--- src/rtl/instr_fetch_if.sv ---
// Fetch-stage bus bundle: instruction-memory request/response channel and
// the valid/ready instruction channel towards decode.
// master = fetch stage, slave = environment (instruction memory + decode).
interface instr_fetch_if #(
   parameter int ADDR_W = 32
);
   logic              imem_req_valid;
   logic              imem_req_ready;
   logic [ADDR_W-1:0] imem_req_addr;
   logic              imem_resp_valid;
   logic [31:0]       imem_resp_data;
   logic              inst_valid;
   logic              inst_ready;
   logic [31:0]       inst_data;
   logic [ADDR_W-1:0] inst_pc;

   modport master (
      output imem_req_valid, imem_req_addr,
      input  imem_req_ready, imem_resp_valid, imem_resp_data,
      output inst_valid, inst_data, inst_pc,
      input  inst_ready
   );

   modport slave (
      input  imem_req_valid, imem_req_addr,
      output imem_req_ready, imem_resp_valid, imem_resp_data,
      input  inst_valid, inst_data, inst_pc,
      output inst_ready
   );
endinterface

--- src/rtl/instr_fetch.sv ---
// Instruction fetch stage. Issues the current PC as a word-address request
// whenever a buffer entry is free, keeps a DEPTH-entry in-order buffer of
// issued requests, fills entries with in-order memory responses and hands
// them to decode over valid/ready. A flush empties the buffer and turns all
// still-outstanding responses into drops (DRAIN state until they return).
// Optional macro IFETCH_PERF_EN adds saturating perf_fetched / perf_stall
// counters as extra output ports.
module instr_fetch #(
   parameter int ADDR_W = 32,
   parameter int DEPTH  = 4
) (
   input  logic              clk,
   input  logic              rst,
   input  logic [ADDR_W-1:0] pc_in,
   output logic              pc_enable,
   input  logic              flush,
   instr_fetch_if.master     bus
`ifdef IFETCH_PERF_EN
   ,
   output logic [31:0]       perf_fetched,
   output logic [31:0]       perf_stall
`endif
);

   localparam int PTR_W  = $clog2(DEPTH);
   localparam int CNT_W  = PTR_W + 1;
   localparam int DROP_W = $clog2(2 * DEPTH) + 1;

   localparam logic [0:0] ST_RUN   = 1'b0;
   localparam logic [0:0] ST_DRAIN = 1'b1;

   // Buffer entries: pc, data, filled
   logic [ADDR_W-1:0] pc_mem   [DEPTH];
   logic [31:0]       data_mem [DEPTH];
   logic [DEPTH-1:0]  filled;

   logic [PTR_W-1:0]  alloc_ptr, fill_ptr, head_ptr;
   logic [CNT_W-1:0]  alloc_cnt;   // issued but not yet popped
   logic [CNT_W-1:0]  pend_cnt;    // issued, response still owed (live)
   logic [DROP_W-1:0] drop_cnt, drop_nxt;
   logic [0:0]        state, state_nxt;

   logic issue, fill, drop, pop;

   // Issue side: a free entry is the credit for one request
   assign bus.imem_req_valid = rst && (alloc_cnt < CNT_W'(DEPTH)) && !flush;
   assign bus.imem_req_addr  = pc_in;
   assign pc_enable          = bus.imem_req_valid && bus.imem_req_ready;
   assign issue              = pc_enable;

   // Decode side: head entry viewed straight from the registers
   assign bus.inst_valid = filled[head_ptr];
   assign bus.inst_data  = data_mem[head_ptr];
   assign bus.inst_pc    = pc_mem[head_ptr];
   assign pop            = bus.inst_valid && bus.inst_ready && !flush;

   // Responses owed to flushed requests are discarded first; a response with
   // nothing outstanding is a protocol error and falls through both terms.
   assign drop = bus.imem_resp_valid && (state == ST_DRAIN);
   assign fill = bus.imem_resp_valid && (state == ST_RUN) && (pend_cnt != '0);

   // Next drop count: a flush converts all live outstanding requests to drops
   always_comb begin
      // NOTE: default assignment first so no path leaves drop_nxt unassigned (no latch).
      drop_nxt = drop_cnt;
      if (flush) begin
         drop_nxt = drop_cnt + DROP_W'(pend_cnt) - DROP_W'(drop || fill);
      end else if (drop) begin
         drop_nxt = drop_cnt - DROP_W'(1);
      end
   end

   // RUN/DRAIN: DRAIN exactly while stale responses are still owed
   always_comb begin
      state_nxt = state;
      case (state)
         ST_RUN:   if (flush && (drop_nxt != '0)) state_nxt = ST_DRAIN;
         ST_DRAIN: if (drop_nxt == '0)            state_nxt = ST_RUN;
      endcase
   end

   // Buffer, pointers, counters and FSM state
   always_ff @(posedge clk or negedge rst) begin
      if (!rst) begin
         alloc_ptr <= '0;
         fill_ptr  <= '0;
         head_ptr  <= '0;
         alloc_cnt <= '0;
         pend_cnt  <= '0;
         drop_cnt  <= '0;
         filled    <= '0;
         state     <= ST_RUN;
         // NOTE: the buffer arrays are reset because inst_data/inst_pc read them directly and must be 0 out of reset.
         for (int i = 0; i < DEPTH; i++) begin
            pc_mem[i]   <= '0;
            data_mem[i] <= '0;
         end
      end else begin
         // NOTE: non-blocking assignments so every update below sees pre-edge values.
         drop_cnt <= drop_nxt;
         state    <= state_nxt;
         if (flush) begin
            alloc_ptr <= '0;
            fill_ptr  <= '0;
            head_ptr  <= '0;
            alloc_cnt <= '0;
            pend_cnt  <= '0;
            filled    <= '0;
         end else begin
            // issue, fill and pop always touch distinct entries
            if (issue) begin
               pc_mem[alloc_ptr] <= pc_in;
               filled[alloc_ptr] <= 1'b0;
               alloc_ptr         <= alloc_ptr + PTR_W'(1);
            end
            if (fill) begin
               data_mem[fill_ptr] <= bus.imem_resp_data;
               filled[fill_ptr]   <= 1'b1;
               fill_ptr           <= fill_ptr + PTR_W'(1);
            end
            if (pop) begin
               filled[head_ptr] <= 1'b0;
               head_ptr         <= head_ptr + PTR_W'(1);
            end
            alloc_cnt <= alloc_cnt + CNT_W'(issue) - CNT_W'(pop);
            pend_cnt  <= pend_cnt + CNT_W'(issue) - CNT_W'(fill);
         end
      end
   end

`ifdef IFETCH_PERF_EN
   // Saturating counters: instructions handed to decode, decode starve cycles
   always_ff @(posedge clk or negedge rst) begin
      if (!rst) begin
         perf_fetched <= '0;
         perf_stall   <= '0;
      end else begin
         if (pop && (perf_fetched != '1)) begin
            perf_fetched <= perf_fetched + 32'd1;
         end
         if (!bus.inst_valid && bus.inst_ready && (perf_stall != '1)) begin
            perf_stall <= perf_stall + 32'd1;
         end
      end
   end
`endif

endmodule

--- src/flat_wrapper.sv ---
// flat-port wrapper written by rule: the top's interface ports become plain ports
module instr_fetch_flat 
#(
   parameter int ADDR_W = 32,
   parameter int DEPTH  = 4
)
  (clk, rst, pc_in, pc_enable, flush, bus_imem_req_valid, bus_imem_req_addr, bus_imem_req_ready, bus_imem_resp_valid, bus_imem_resp_data, bus_inst_valid, bus_inst_data, bus_inst_pc, bus_inst_ready);
  instr_fetch_if #(.ADDR_W(ADDR_W)) bus_i ();
  input  logic clk;
  input  logic rst;
  input  logic [ADDR_W-1:0] pc_in;
  output logic pc_enable;
  input  logic flush;
  output wire logic [$bits(bus_i.imem_req_valid)-1:0] bus_imem_req_valid;
  output wire logic [$bits(bus_i.imem_req_addr)-1:0] bus_imem_req_addr;
  input wire logic [$bits(bus_i.imem_req_ready)-1:0] bus_imem_req_ready;
  input wire logic [$bits(bus_i.imem_resp_valid)-1:0] bus_imem_resp_valid;
  input wire logic [$bits(bus_i.imem_resp_data)-1:0] bus_imem_resp_data;
  output wire logic [$bits(bus_i.inst_valid)-1:0] bus_inst_valid;
  output wire logic [$bits(bus_i.inst_data)-1:0] bus_inst_data;
  output wire logic [$bits(bus_i.inst_pc)-1:0] bus_inst_pc;
  input wire logic [$bits(bus_i.inst_ready)-1:0] bus_inst_ready;
  assign bus_imem_req_valid = bus_i.imem_req_valid;
  assign bus_imem_req_addr = bus_i.imem_req_addr;
  assign bus_i.imem_req_ready = bus_imem_req_ready;
  assign bus_i.imem_resp_valid = bus_imem_resp_valid;
  assign bus_i.imem_resp_data = bus_imem_resp_data;
  assign bus_inst_valid = bus_i.inst_valid;
  assign bus_inst_data = bus_i.inst_data;
  assign bus_inst_pc = bus_i.inst_pc;
  assign bus_i.inst_ready = bus_inst_ready;
  instr_fetch #(.ADDR_W(ADDR_W), .DEPTH(DEPTH)) u_core (.clk(clk), .rst(rst), .pc_in(pc_in), .pc_enable(pc_enable), .flush(flush), .bus(bus_i));
endmodule
--- config.mk ---
export PLATFORM = sky130hd
export DESIGN_NAME = instr_fetch_flat
export DESIGN_NICKNAME = d
export VERILOG_FILES = /design/src/rtl/instr_fetch_if.sv /design/src/rtl/instr_fetch.sv /design/src/flat_wrapper.sv
export SDC_FILE = /design/constraint.sdc
export NUM_CORES = 1
export LEC_CHECK = 0
export ABC_AREA = 1
export BUFFER_PORTS_ARGS = -buffer_cell sky130_fd_sc_hd__buf_2
export CAP_MARGIN = 40
export CORE_MARGIN = 5
export CORE_UTILIZATION = 45
export CTS_CLUSTER_SIZE = 24
export DETAILED_ROUTE_END_ITERATION = 8
export GPL_TIMING_DRIVEN = 0
export RECOVER_POWER = 25
export REMOVE_ABC_BUFFERS = 1
export SLEW_MARGIN = 25
export SYNTH_ARGS = -nofsm -noshare
export SYNTH_HDL_FRONTEND = slang
export SYNTH_SLANG_ARGS = --single-unit
export TNS_END_PERCENT = 20
--- constraint.sdc ---
create_clock -name clk -period 5.2 [get_ports clk]
set_clock_uncertainty 0.1 [all_clocks]
set_input_delay 0.78 -clock clk [delete_from_list [all_inputs] [get_ports clk]]
set_output_delay 0.78 -clock clk [all_outputs]
set_load 0.01 [all_outputs]
# After elaboration in Yosys (flattened, before gate mapping)

Index checks and enable logic that the tools add are counted.

Bits in registers: 277
Latch bits: 0
Memory bits (writable): 0
Bits in read-only memories: 0
Bits of input ports: 70
Output and inout bits: 99
Memories: 0

Add/sub/neg operators: 10
$mul: 0
Div/mod/pow operators: 0
Order comparisons: 12
Eq/ne operators: 0
Shift operators: 0
Mux-type cells: 39
Bitwise gates (word level): 10
Reduce and logical (&&, ||, !) cells: 24

Operator list:

| kind                                                        | count |
|---|---|
| bitwise mux 128 bit                                         | 2 |
| 2-to-1 mux 32 bit                                           | 6 |
| binary-select mux 32 bit (select 2 bit)                     | 2 |
| demux 32 bit (select 2 bit)                                 | 2 |
| 2-to-1 mux 4 bit                                            | 8 |
| logical AND 1 bit                                           | 14 |
| 2-to-1 mux 2 bit                                            | 6 |
| >= comparator 3 bit (second input constant)                 | 3 |
| less-than comparator 2 x 3 -> 1 bit (second input constant) | 3 |
| inverter 2 -> 3 bit                                         | 3 |
| AND 4 bit                                                   | 2 |
| inverter 4 bit                                              | 2 |
| adder 2 x 1 -> 2 bit (second input constant)                | 3 |
| adder 3 x 1 -> 3 bit                                        | 2 |
| demux 1 bit (select 2 bit)                                  | 3 |
| >= comparator 2 x 1 -> 1 bit (second input constant)        | 3 |
| less-than comparator 3 x 1 -> 1 bit (second input constant) | 2 |
| 2-to-1 mux 1 bit                                            | 6 |
| 2-to-1 mux 3 bit                                            | 2 |
| nonzero test 2 bit                                          | 3 |
| subtractor 3 x 1 -> 3 bit                                   | 2 |
| adder 4 x 3 -> 4 bit                                        | 1 |
| zero test 4 bit                                             | 1 |
| OR 4 bit                                                    | 1 |
| 11 further kinds                                            | 13 |

# Logic depth before layout (Yosys ltp)

Gate-level depths: netlist (run 1).

Depth in word-level cells: 14
Gate-level depth with buffers: 14

# Worst setup path before layout (run 1)

Ideal clock, no wire load.

Kind: input to register
Start point: in flush
End point: reg u_core.pend_cnt[2]
Setup time: 0.136 ns
Arrival time: 2.429 ns
Required time: 4.964 ns
Slack: 2.535 ns
Stages: 8
Buffers on the path: 0
Cell sequence: nor3b_4 nand2_1 ha_1 inv_1 ha_1 fa_1 nor3_1 nor3_1

Cells in the longest elaborated chain, start to end: 6

Ends and longest elaborated chain:

| item                      | line               | RTL |
|---|---|---|
| from (decl)               | flat_wrapper.sv:13 | `input logic flush;` |
| zero test 1 bit           | instr_fetch.sv:46  | `assign bus.imem_req_valid = rst && (alloc_cnt < CNT_W'(DEPTH)) && !flush;` |
| logical AND 1 bit         | instr_fetch.sv:46  |  |
| logical AND 1 bit         | instr_fetch.sv:48  | `assign pc_enable = bus.imem_req_valid && bus.imem_req_ready;` |
| adder 3 x 1 -> 3 bit      | instr_fetch.sv:126 | `pend_cnt <= pend_cnt + CNT_W'(issue) - CNT_W'(fill);` |
| subtractor 3 x 1 -> 3 bit | instr_fetch.sv:126 |  |
| 2-to-1 mux 3 bit *        | instr_fetch.sv:102 | `if (flush) begin` |
| to (signal assigned)      | instr_fetch.sv:126 |  |
| to (decl)                 | instr_fetch.sv:39  | `logic [CNT_W-1:0] pend_cnt;` |

Every way passes the cells marked *; elsewhere a longest branch is shown, timed or not.
A chain may end at the register's enable or synchronous reset.

# Worst setup path in the final report (run 1)

Start point: reg u_core.head_ptr[1]
End point: out bus_inst_data[7]

Cells in the longest elaborated chain, start to end: 4

Ends and longest elaborated chain:

| item                                                  | line               | RTL |
|---|---|---|
| from (decl)                                           | instr_fetch.sv:37  | `logic [PTR_W-1:0] alloc_ptr, fill_ptr, head_ptr;` |
| from (signal assigned)                                | instr_fetch.sv:123 | `head_ptr <= head_ptr + PTR_W'(1);` |
| inverter 2 -> 3 bit (not written as such)             | instr_fetch.sv:53  | `assign bus.inst_data = data_mem[head_ptr];` |
| binary-select mux 32 bit (select 2 bit)               | instr_fetch.sv:53  |  |
| 2-to-1 mux 32 bit (not written as such) (2 in series) | instr_fetch.sv:53  |  |
| to (decl)                                             | flat_wrapper.sv:20 | `output wire logic [$bits(bus_i.inst_data)-1:0] bus_inst_data;` |

No other way between the ends. The select of a mux whose other input is x is not followed.

==> metrics.cfg, run 1 <==
[outcome]
status=complete, but fails checks
violations=max-capacitance violations, max-slew violations

[setup_path]
worst_path_max_delay_cell=dfrtp_4
worst-setup-path-type=reg2out
crit_chain=buf_12, inv_4, buf_12, o21ai_0, o22ai_1, buf_2
cp.required_ps=4320
cp-end-kind=output port
arrival_ps=2630
cp_max_fo=44
max_stage_delay_ps=670
crit_top_cell=buf_12
crit_path_start_kind=flip-flop

[cts]
clk_pin_slew_worst_paths_ps=60
post_cts_buffers=0
cts_hold_buffers=0
clock_latency_ps=490
post_cts_resized=0
cts_buffers=34
clock-sinks=277
htreeDepth=2
cts.path.max_buffers=3
cts_tree=done
ctsRootBufferMaster=clkbuf_16

[finish]
final_layout_size_suffix_gt1_frac=0.146
nFillCells=2865
regArea_um2=6940
area_growth_pct=15.9
nets=1865
multi_input_area_um2=5490

[synth]
synth_enable_flop_cells=0
synth_seq_area_share=0.517
ys_ff_latch=277
ys_warn_count=0
synthFlopType=dfrtp_1
async_flop_share=1.00
ys_types=29
synth_area_per_cell_um2=7.94
syn-instance-count=1689
synth_area_um2=13400

[drt]
dr.first_iter.drc_count=836
vias_per_cell=5.23
wl_per_cell_um=17.0
wirelength_um=37100
ant_nets=0
num_vias=11400
firstDrtPassIters=5
drc=0

[timing]
fmax_mhz=285
slew_headroom=-0.325
finalHoldViolCount=0
fin_crit_sh=0.674
whs_ps=183
tightest_slew_ps=1990
rsz0062_at_grt=false
finalSetupViolCount=0
period_minus_slack_ps=3510
slew_viol_final=76
setup_ws_ps=1690

[place]
gp_congestion=0.752
place_ws_ps=1540
port-buffer-count=168
place_hpwl_um=20900

[floorplanning]
ioPinCount=169
design.core.area_um2=29600
dieArea_um2=33400
die_h_um=183
num_rows=63
die_width_um=183
start_util=0.454

[pwr]
cellLeakagePower_uw=0.00864
p_per_area_nw_per_um2=414
peakVddDrop_uv=302
fin_total_pwr_uw=6440

[global_routing]
grt.total_usage=0.219
grt.overflow.total=0
grt_pass1_vias=11000
grt_max_degree=137
grt_pass1_wl_um=59800
antenna_found_initial=5

[min_path]
hold_path_class=in2async

[job]
cap_violations=1

## final timing paths
path                                     start  slack (ps)  cells after the start                   to
min                                        rst         180                      1    u_core.pc_mem[17]
min reg2reg                u_core.data_mem[52]         370                      2  u_core.data_mem[52]
max                         u_core.head_ptr[1]        1690                      6     bus_inst_data[7]
min in group clk           u_core.data_mem[52]         370                      2  u_core.data_mem[52]
max reg2reg                 u_core.head_ptr[0]        1800                     14  u_core.alloc_cnt[2]
max in group asynchronous                  rst        2460                      2  u_core.data_mem[15]
## where the power goes
| part | internal, uW | total [uW] | leakage (uW) | switching, uW |
|---|---|---|---|---|
| clock network | 1460 | 2360 | 0.000555 | 896 |
| logic | 549 | 1360 | 0.00436 | 811 |
| registers | 2530 | 2720 | 0.00373 | 190 |
| total | 4540 | 6440 | 0.00864 | 1900 |
## synthesized netlist by cell type, types with 3 or more instances
master    count  share of area
nand3_2       4         0.0030
inv_1        46          0.013
nand2_1     679           0.19
nor2_1      139          0.039
clkbuf_1     63          0.018
o21ai_1      49          0.018
fa_1          3         0.0045
buf_4        45          0.025
o21ai_0     217          0.081
buf_6         9         0.0076
o22ai_1      64          0.030
buf_2        23         0.0086
nand4_1       5         0.0023
nand3_1      18         0.0067
inv_2         5         0.0014
dfrtp_1     277           0.52
ha_1         23          0.021
nor2_4        4         0.0034
## cell type report
class | count | share of cell area
antenna | 1 | 0.000161
clock buffer | 55 | 0.0691
clock inverter | 6 | 0.00394
inverter | 51 | 0.0130
multi-input combinational | 1220 | 0.354
sequential | 277 | 0.447
tap | 390 | 0.0314
timing repair buffer | 185 | 0.0824
## per-stage QoR
| step | cell area, um2 | util | TNS, ps | instances |
|---|---|---|---|---|
| final | 15500 | 0.526 | 0 | 2185 |
| after detailed placement | 14400 | 0.487 | 0 | 2122 |
| after CTS | 15500 | 0.526 | 0 | 2183 |
| after global routing | 15500 | 0.526 | 0 | 2185 |
| after floorplan | 12600 | - | -312 | 1548 |
| after global placement | 13900 | 0.472 | -1323840 | 2106 |
## routing by layer
layer / share of wire / wire, um / up-vias / global-route usage
li1: - / - / 5547 / -
met1: 0.44 / 16400 / 5447 / 0.309
met2: 0.46 / 17100 / 377 / 0.351
met3: 0.081 / 3000 / 56 / 0.0452
met4: 0.014 / 538 / 8 / 0.0534
met5: 0.0012 / 46 / - / 0
## worst max-delay path: cells and delay by family, from the launching register on
kind            cells  cell delay [ps]
compound gates      2              390
flops               1              670
buf+inv             4             1040
## flip-flops by register name, summed over array words and instances, names as in the netlist
name              flops
u_core.fill_ptr       2
u_core.head_ptr       2
u_core.pend_cnt       3
u_core.drop_cnt       4
u_core.alloc_ptr      2
u_core.data_mem     128
u_core.state          1
u_core.alloc_cnt      3
u_core.pc_mem       128
u_core.filled         4
## placed cells by master (no fill, tap or decap), types with 2 or more instances in the layout
master	instances
o21ai_0	217
fa_1	3
a21oi_1	2
dfrtp_4	2
clkinv_2	3
nor2_4	4
nand3_1	18
inv_1	41
clkbuf_8	8
o22ai_1	64
or2_2	2
inv_2	8
ha_1	23
clkbuf_16	37
nor3_1	2
nor2_1	139
nand3_2	4
buf_12	2
nand2_1	679
buf_16	14
xnor2_1	2
o21ai_1	49
o211ai_1	2
dfrtp_1	275
buf_2	167
nand4_1	5
clkbuf_1	10
## cells by family (layout without fill, tap and decap cells)
family                     count (synthesis)  in the layout  synth area share
AOI/OAI and AO/OA                        335            335             0.132
xor gates and xnor gates                   2              2           0.00131
adders and majority gates                 26             26            0.0259
buffers and inverters                    192            297            0.0735
DFF                                      277            277             0.517
other                                      0              1                 0
and+or+nand+nor                          857            857             0.251
(Power assumes the default switching activity.)
==> run 2, diff against run 1 <==
Settings changed: PLACE_DENSITY from default to 0.67.
Clock period 5.2 ns to 3 ns, I/O delays scaled along.
==> run 2 against run 1 <==
- the run still ends with max-capacitance violations, max-slew violations left
- power rose by 67%
- final cell count rose by 0.41%
- via count rose by 2.6%
- hold slack got worse by 140 ps
- sequential cell count did not move
- utilization rose by 0.28 points
- highest routed layer unchanged
- routed wire length rose by 5.7%
- cell area rose by 0.54%
- critical path type is now reg2reg
- critical endpoint is now u_core.alloc_cnt[2]
- first-iteration DRC count rose by 19%
- clock power rose by 53%
==> metrics.cfg, run 2 (synthesis gave the netlist of run 1 again) <==
[outcome]
status=complete, but fails checks
violations=max-capacitance violations, max-slew violations

[setup_path]
critPathBufInv=4
cp.required_ps=3330
worst_path_dominant_cell_family=adder cells
crit_path_start_kind=flip-flop
worst_path_max_delay_cell=dfrtp_4
startpoint=u_core.head_ptr[0]
r2r-start=u_core.head_ptr[0]
cp-end-kind=flip-flop
worst-setup-path-type=reg2reg
max_stage_delay_ps=510
worstRegToRegCells=14
arrival_ps=3160
crit_chain=buf_16, inv_16, buf_16, nand2_1, o211ai_1, nand2_2, nand2_2, nor2_1, ha_1, inv_1, ha_1, fa_1, o21ai_1, a21oi_1
cp.depth=14
cp_max_fo=19

[finish]
regArea_um2=6940
final_util=0.529
top_regs=u_core.data_mem: 128 flops, u_core.pc_mem: 128 flops
final_cell_mix=nand2_1 (677), dfrtp_1 (275), o21ai_0 (216)
final_cell_area_um2=15600
multi_input_area_um2=5500
final_layout_size_suffix_gt1_frac=0.151
nets=1878
area_growth_pct=16.5
nFillCells=2826
final_common_cell=nand2_1

[min_path]
hold_path_startpoint=bus_imem_resp_data[4]
min_path_cells=3
hold_path_class=in2reg

[timing]
rsz0062_at_grt=false
setup_ws_ps=175
fmax_mhz=354
finalHoldViolCount=0
finalSetupViolCount=0
slew_headroom=-0.310
setup-tns-final_ps=0
period_minus_slack_ps=2820
tightest_slew_ps=1970
fin_crit_sh=0.942
slew_viol_final=230

[floorplanning]
design.core.area_um2=29600
die_h_um=183
num_rows=63
dieArea_um2=33400
start_util=0.454
ioPinCount=169
die_width_um=183

[cts]
cts_buffers=30
cts.path.max_buffers=3
clock_latency_ps=560
cts_tree=done
clk_pin_slew_worst_paths_ps=60
clock-sinks=277
ctsRootBufferMaster=clkbuf_16
htreeDepth=1

[drt]
drc=0
ant_nets=0
num_vias=11700
dr.first_iter.drc_count=994
wirelength_um=39200
wl_per_cell_um=17.9
firstDrtPassIters=5
vias_per_cell=5.35

[place]
gp_congestion=0.768
placed_area_um2=14400
place_ws_ps=-485
port-buffer-count=168
place_hpwl_um=20800

[global_routing]
grt.overflow.total=0
grt_pass1_wl_um=61400
grt_max_degree=137
antenna_found_initial=4
grt_pass1_vias=11700
grt.total_usage=0.224

[pwr]
p_per_area_nw_per_um2=688
cellLeakagePower_uw=0.00870
peakVddDrop_uv=459

[job]
cap_violations=3

==> run 2: worst paths after layout <==
| check | end | slack [ps] |
|---|---|---|
| worst max-delay path | u_core.alloc_cnt[2] | 180 |
| worst min register to register | u_core.pc_mem[56] | 370 |
| min in group asynchronous | u_core.pc_mem[105] | 1130 |
| worst max register to register | u_core.alloc_cnt[2] | 180 |
| max in group asynchronous | u_core.pc_mem[47] | 430 |
| worst min-delay path | u_core.data_mem[68] | 40 |
==> run 2: worst min-delay path, delay by kind of cell <==
| family | cells | cell delay, ps |
|---|---|---|
| simple gates | 2 | 100 |
| buf+inv | 1 | 110 |
==> run 2: timing repair <==
action | CTS | global route
pin swaps | 1 | 0
setup buffers | 0 | 4
cloned | 4 | 4
hold endpoints to repair | 50 | 0
endpoints found under the setup margin | 62 | 31
gates resized for setup | 9 | 2
hold buffers | 5 | 0
==> run 2: cell type report <==
| type | instances | area share |
|---|---|---|
| clock buffers | 45 | 0.0569 |
| inverters | 51 | 0.0142 |
| repair buffers | 200 | 0.0961 |
| diodes | 1 | 0.000160 |
| clock inverters | 8 | 0.00432 |
| repair inverters | 2 | 0.00112 |
| well taps | 390 | 0.0312 |
| multi-input cells | 1220 | 0.352 |
| flip-flops and latches | 277 | 0.444 |
==> run 2: power breakdown <==
group	internal, uW	total, uW	switching, uW
logic	972	2420	1440
registers	4380	4720	333
clock network	2110	3610	1500
==> run 2: per-stage QoR <==
stage / hold slack (ps) / total power, uW / std cells
floorplan: 54.4 / 6140 / 1548
global placement: 357 / 7060 / 2106
detailed placement: 295 / 7160 / 2122
CTS: 29.1 / 10800 / 2184
global route: 40.7 / 11400 / 2193
finish: 42.4 / 10700 / 2194
==> run 2: per-layer routing <==
| layer | wire (um) | GRT usage |
|---|---|---|
| met1 | 16700 | 0.294 |
| met2 | 18500 | 0.383 |
| met3 | 3440 | 0.0486 |
| met4 | 593 | 0.0501 |
| met5 | 38 | 0 |
